File: src/rtl/mmio_uart_tx_pkg.sv
// Shared definitions for the MMIO UART transmitter: default word addresses,
// STATUS bit map and serialiser state encodings.
package mmio_uart_tx_pkg;

  localparam logic [11:0] TXDATA_ADDR_DEF = 12'hFFE;
  localparam logic [11:0] STATUS_ADDR_DEF = 12'hFFF;

  localparam int STAT_FULL  = 0;
  localparam int STAT_EMPTY = 1;
  localparam int STAT_BUSY  = 2;
  localparam int STAT_OVF   = 3;

  typedef enum logic [2:0] {
    S_IDLE   = 3'd0,
    S_START  = 3'd1,
    S_DATA   = 3'd2,
    S_PARITY = 3'd3,
    S_STOP   = 3'd4
  } tx_state_e;

  function automatic logic [3:0] status_bits(
    input logic ovf,
    input logic busy,
    input logic empty,
    input logic full
  );
    logic [3:0] s;
    s = '0;
    s[STAT_FULL]  = full;
    s[STAT_EMPTY] = empty;
    s[STAT_BUSY]  = busy;
    s[STAT_OVF]   = ovf;
    return s;
  endfunction

endpackage

File: src/rtl/sync_fifo.sv
// Synchronous FIFO with registered pointers and first-word-through dout.
// A push while full is accepted only if a pop frees a slot in the same cycle.
module sync_fifo #(
  parameter int WIDTH = 8,
  parameter int DEPTH = 16
) (
  input  logic                     sysclk,
  input  logic                     rst,
  input  logic                     push,
  input  logic                     pop,
  input  logic [WIDTH-1:0]         din,
  output logic [WIDTH-1:0]         dout,
  output logic                     full,
  output logic                     empty,
  output logic [$clog2(DEPTH):0]   count
);

  localparam int AW = $clog2(DEPTH);
  localparam int CW = AW + 1;

  logic [WIDTH-1:0] mem [DEPTH];
  logic [AW-1:0]    wr_ptr;
  logic [AW-1:0]    rd_ptr;
  logic             do_push;
  logic             do_pop;

  assign full    = (count == CW'(DEPTH));
  assign empty   = (count == '0);
  assign do_pop  = pop && !empty;
  assign do_push = push && (!full || do_pop);
  assign dout    = mem[rd_ptr];

  always_ff @(posedge sysclk) begin
    if (rst) begin
      wr_ptr <= '0;
      rd_ptr <= '0;
      count  <= '0;
    end else begin
      if (do_push) wr_ptr <= wr_ptr + 1'b1;
      if (do_pop)  rd_ptr <= rd_ptr + 1'b1;
      count <= count + CW'(do_push) - CW'(do_pop);
    end
  end

  always_ff @(posedge sysclk) begin
    if (do_push) mem[wr_ptr] <= din;
  end

endmodule

File: src/rtl/mmio_uart_tx.sv
// MMIO UART transmitter: TXDATA/STATUS decode, status readback, serialiser.
// Define UART_TX_PARITY_EN for 8E1 frames; default build sends 8N1.
module mmio_uart_tx
  import mmio_uart_tx_pkg::*;
#(
  parameter int ADDR_WIDTH   = 12,
  parameter int DATA_WIDTH   = 32,
  parameter int FIFO_DEPTH   = 16,
  parameter int CLKS_PER_BIT = 868,
  parameter logic [ADDR_WIDTH-1:0] TXDATA_ADDR = ADDR_WIDTH'(TXDATA_ADDR_DEF),
  parameter logic [ADDR_WIDTH-1:0] STATUS_ADDR = ADDR_WIDTH'(STATUS_ADDR_DEF)
) (
  input  logic                  sysclk,
  input  logic                  rst,
  input  logic [ADDR_WIDTH-1:0] wr_addr,
  input  logic [DATA_WIDTH-1:0] wr_data,
  input  logic [3:0]            byte_w_en,
  input  logic [ADDR_WIDTH-1:0] rd_addr,
  output logic [DATA_WIDTH-1:0] rd_data,
  output logic                  sel_rd,
  output logic                  tx,
  output logic                  irq_empty
);

  localparam int CW = $clog2(FIFO_DEPTH) + 1;
  localparam int BW = $clog2(CLKS_PER_BIT);
  localparam logic [BW-1:0] BAUD_LAST = BW'(CLKS_PER_BIT - 1);

  tx_state_e       state_q, state_d;
  logic [BW-1:0]   baud_q, baud_d;
  logic [2:0]      bit_q, bit_d;
  logic [7:0]      shift_q, shift_d;
  logic            tx_q, tx_d;
  logic            ovf_q, ovf_d;
  logic            push_req, pop, clr_req, ovf_set, bit_end;
  logic [7:0]      fifo_dout;
  logic            fifo_full, fifo_empty;
  logic [CW-1:0]   fifo_count, count_d;
  logic            unused_ok;

  assign unused_ok = ^{wr_data[DATA_WIDTH-1:8], byte_w_en[3:1]};

  assign push_req = (wr_addr == TXDATA_ADDR) && byte_w_en[0];
  assign clr_req  = (wr_addr == STATUS_ADDR) && byte_w_en[0] && wr_data[3];
  assign pop      = (state_q == S_IDLE) && !fifo_empty;
  assign ovf_set  = push_req && fifo_full && !pop;
  assign ovf_d    = (ovf_q && !clr_req) || ovf_set;
  assign count_d  = fifo_count + CW'(push_req && !ovf_set) - CW'(pop);
  assign bit_end  = (baud_q == BAUD_LAST);

  sync_fifo #(
    .WIDTH (8),
    .DEPTH (FIFO_DEPTH)
  ) u_fifo (
    .sysclk (sysclk),
    .rst    (rst),
    .push   (push_req),
    .pop    (pop),
    .din    (wr_data[7:0]),
    .dout   (fifo_dout),
    .full   (fifo_full),
    .empty  (fifo_empty),
    .count  (fifo_count)
  );

  always_comb begin
    state_d = state_q;
    baud_d  = baud_q;
    bit_d   = bit_q;
    shift_d = shift_q;
    if (state_q != S_IDLE) baud_d = bit_end ? '0 : baud_q + 1'b1;
    unique case (state_q)
      S_IDLE: begin
        if (pop) begin
          shift_d = fifo_dout;
          baud_d  = '0;
          bit_d   = '0;
          state_d = S_START;
        end
      end
      S_START: begin
        if (bit_end) begin
          bit_d   = '0;
          state_d = S_DATA;
        end
      end
      S_DATA: begin
        if (bit_end) begin
          bit_d = bit_q + 1'b1;
`ifdef UART_TX_PARITY_EN
          if (bit_q == 3'd7) state_d = S_PARITY;
`else
          if (bit_q == 3'd7) state_d = S_STOP;
`endif
        end
      end
`ifdef UART_TX_PARITY_EN
      S_PARITY: begin
        if (bit_end) state_d = S_STOP;
      end
`endif
      S_STOP: begin
        if (bit_end) state_d = S_IDLE;
      end
      default: state_d = S_IDLE;
    endcase
  end

  // tx is registered from the next state so the line changes on the edge
  always_comb begin
    tx_d = 1'b1;
    unique case (state_d)
      S_START: tx_d = 1'b0;
      S_DATA:  tx_d = shift_d[bit_d];
`ifdef UART_TX_PARITY_EN
      S_PARITY: tx_d = ^shift_d;
`endif
      default: tx_d = 1'b1;
    endcase
  end

  always_ff @(posedge sysclk) begin
    if (rst) begin
      state_q <= S_IDLE;
      baud_q  <= '0;
      bit_q   <= '0;
      shift_q <= '0;
      tx_q    <= 1'b1;
      ovf_q   <= 1'b0;
      rd_data <= '0;
      sel_rd  <= 1'b0;
    end else begin
      state_q <= state_d;
      baud_q  <= baud_d;
      bit_q   <= bit_d;
      shift_q <= shift_d;
      tx_q    <= tx_d;
      ovf_q   <= ovf_d;
      sel_rd  <= (rd_addr == STATUS_ADDR);
      if (rd_addr == STATUS_ADDR)
        rd_data <= DATA_WIDTH'(status_bits(
          ovf_d, state_d != S_IDLE,
          count_d == '0, count_d == CW'(FIFO_DEPTH)));
      else
        rd_data <= '0;
    end
  end

  assign tx        = tx_q;
  assign irq_empty = fifo_empty && (state_q == S_IDLE);

endmodule

File: config.mk
export PLATFORM = sky130hd
export DESIGN_NAME = mmio_uart_tx
export DESIGN_NICKNAME = d
export VERILOG_FILES = /design/src/rtl/mmio_uart_tx_pkg.sv /design/src/rtl/sync_fifo.sv /design/src/rtl/mmio_uart_tx.sv
export SDC_FILE = /design/constraint.sdc
export NUM_CORES = 1
export LEC_CHECK = 0
export ABC_AREA = 1
export CORE_AREA = 2 2 149 151
export DETAILED_ROUTE_END_ITERATION = 6
export DIE_AREA = 0 0 151 153
export PLACE_DENSITY_LB_ADDON = 0.08
export SLEW_MARGIN = 10
export SYNTH_ARGS = -nofsm -noshare
export SYNTH_HDL_FRONTEND = slang
export SYNTH_HIERARCHICAL = 1
export SYNTH_SLANG_ARGS = --single-unit
export TNS_END_PERCENT = 30
File: constraint.sdc
create_clock -name sysclk -period 3.8 [get_ports sysclk]
set_input_delay 0.38 -clock sysclk [delete_from_list [all_inputs] [get_ports sysclk]]
set_output_delay 0.38 -clock sysclk [all_outputs]
set_load 0.05 [all_outputs]
==> impl_results.md <==
- Nets: 1074
- Synth area leader: edfxtp_1
- Clk_lat worst skew: 0.43 ns
- Pwr per Cell Area: slightly above 600 mW/mm²
- Largest net degree at the start of global routing: 65
- Syn avg cell area: around 9.0 µm²
- Sequential area share after synthesis: 56.5%
- Vias: roughly 6000
- WL/cell: approximately 15 µm
- Post-cts gate resize count: 0
- Core Region: 0.0215 mm²
- Max FO, Critical Path: 7
- Unrepaired setup endpoints after global routing: no
- Fin Hold WS: 0.473 ns
- First-pass GRT wire length: between 20000 and 30000 µm
- Top post-synthesis cells by area: edfxtp_1, dfxtp_1, nand2_1
- Post-CTS setup buffer count: 0
- Worst EP arrival: 3.50 ns
- Fin crit period: between 3 and 4 ns
- CTS max path bufs: 2
- Reg clk slew, reported paths: 0.06 ns
- FP Rows: between 50 and 60
- P&R area growth vs syn: 14.1%
- Final setup viols: 0
- Non-Filler Instances: between 1000 and 1500
- CTS tree: done
- Input/output buffers: 41
- # IOs: between 90 and 100
- Routed Antenna Nets: 0
- DRT Pass-1 Iters: 5
- Global placement routability congestion: 0.771
- Die X: 151 µm
- Clk_skew: 0.0106 ns
- Syn Inst Count: 940
- Number of H-tree levels: 4
- Placed cells: 1252
- Min-delay worst type: flop to flop
- Final setup TNS: 0 ns
- Root buffer cell: clkbuf_16
- FMAX: 315 MHz
- Setup ws final: 0.621 ns
- Tot Pwr: 5910 µW
- Number of vias per cell: between 4 and 5
- Final Max Tran Viols: 0
- Vias in the first global route: 5436
- Chip Height: 153 µm
- Worst vdd ir: 0.529 mV
- Post-synth EDFFs: 128
- Starting Density: 39.6%
- Synth cell types: 41
- Crit end category: flop
- Total leakage power: 0.00417 µW
- DIE AREA: 0.0231 mm²
- Worst Max-Slew Pin Slew: roughly 0.90 ns
- Total CTS buffers: 17
- Layout cells sized above 1: between 7 and 8%
- Post-DP HPWL: 12100 µm
- Final Hold Viols: 0
- GR Overflow Total: 0
- Clk sink count: about 180
- Most common cell after layout, fill and taps aside: nand2_1
- CP Class: flop to flop
- Antenna violations before repair: 0
- DRC: 0
- Top cell type's share of synthesized area: 45.2%
- Post-Syn Area: 0.00850 mm²
- Place WS: 0.610 ns
- CP startpoint kind: flop
- Status: finished, final reports clean
- CP required: 4.13 ns
- Synth warn: 6
- Main synth FF type: edfxtp_1
- Fin crit share: 83.7%
- Routed WL: 18900 µm
- Rel. slew slack: around two fifths
- Iteration-0 DRC Markers: 369
- FFs w/ async S/R, synth: 0%
- Post-CTS Hold Buffers: 0
- N_diodes: 0
- FF+latch count, synth: 176
- Maxcap violations: 0
- Most frequent cells in the layout: nand2_1, inv_1, edfxtp_1, nand3_1, nor2_1
- Global Route Usage Sum: 17.3%
[worst max-delay path: stages, from the launching register on]
cell and delay (ns):
dfxtp_1 0.38, inv_1 0.08, ha_1 0.25, nand3_1 0.12
inv_1 0.11, inv_1 0.18, nand3_4 0.09, inv_2 0.13
inv_1 0.07, nand4_2 0.14, nand2_2 0.11, ha_1 0.29
inv_1 0.04, ha_1 0.20, fa_1 0.39, nand2_1 0.11
nand2_1 0.06, a21oi_1 0.16, nand2_1 0.07, nand2_1 0.06
nor2_1 0.04
[Yosys cell counts, types with 2 or more instances]
| cell | instances |
|---|---|
| nand2_1 | 243 |
| inv_1 | 157 |
| edfxtp_1 | 128 |
| nand3_1 | 120 |
| nor2_1 | 59 |
| dfxtp_1 | 48 |
| buf_4 | 30 |
| a21oi_1 | 21 |
| ha_1 | 19 |
| nand4_1 | 16 |
| buf_2 | 13 |
| nand2_2 | 11 |
| o21ai_0 | 11 |
| buf_6 | 8 |
| inv_2 | 6 |
| xnor2_1 | 5 |
| clkbuf_1 | 4 |
| nor3_1 | 4 |
| xor2_1 | 4 |
| a211oi_1 | 3 |
| nand3b_1 | 3 |
| nor2_2 | 3 |
| a221oi_1 | 2 |
| clkinv_1 | 2 |
| fa_1 | 2 |
| nand3_4 | 2 |
| o21ai_2 | 2 |
[logic make-up after synthesis]
group	synth area share (%)
DFF	56.5
AOI/OAI and AO/OA	3.05
xor gates and xnor gates	0.927
and+or+nand+nor	24.2
adders and majority gates	3.27
buffers and inverters	12.0
other	0.0441
[stage by stage]
| step | util (%) | instance area, µm² |
|---|---|---|
| 3_3_place_gp | 42.4 | 9110 |
| 4_1_cts | 45.1 | 9700 |
| 5_1_grt | 45.1 | 9700 |
| 3_5_place_dp | 42.4 | 9110 |
| 6_report | 45.1 | 9700 |
| 2_1_floorplan | - | 8600 |
[where the power goes]
group / leakage, µW / total, µW / switching [µW] / internal, µW
registers: 0.00154 / 2220 / 68.5 / 2150
logic: 0.00236 / 1920 / 1300 / 621
clock network: 0.000276 / 1760 / 774 / 984
total: 0.00417 / 5910 / 2150 / 3760
[layout make-up]
class / count / area [µm²]
clock buffer: 19 / 433
clock inverter: 13 / 153
fill: 2092 / 11800
inverter: 165 / 619
multi-input combinational: 570 / 2780
sequential: 176 / 4810
tap: 280 / 350
timing repair buffer: 61 / 561
[registers in the layout, indices dropped and copies added (netlist names), named ones only]
name,flops
u_fifo/mem,128
baud_q,10
shift_q,8
u_fifo/count,5
rd_data,4
u_fifo/rd_ptr,4
u_fifo/wr_ptr,4
bit_q,3
state_q,3
ovf_q,1
sel_rd,1
tx,1
[routing by layer]
| metal | up-vias | GRT usage [%] | wire length [µm] |
|---|---|---|---|
| li1 | 3071 | - | - |
| met1 | 2813 | 24.8 | 9240 |
| met2 | 106 | 26.6 | 8760 |
| met3 | 20 | 3.28 | 626 |
| met4 | 0 | 5.25 | 316 |
| met5 | - | 0 | 0 |
[worst paths after layout]
check             cells past startpoint                        from  slack, ns                         end
setup / recovery                     20  u_fifo/count[2]$_SDFF_PP0_       0.62  u_fifo/count[4]$_SDFF_PP0_
hold / removal                        2       shift_q[0]$_SDFF_PP0_       0.47       shift_q[0]$_SDFF_PP0_
setup reg to reg                     20  u_fifo/count[2]$_SDFF_PP0_       0.62  u_fifo/count[4]$_SDFF_PP0_
hold reg to reg                       2       shift_q[0]$_SDFF_PP0_       0.47       shift_q[0]$_SDFF_PP0_
(Power assumes the default switching activity.)
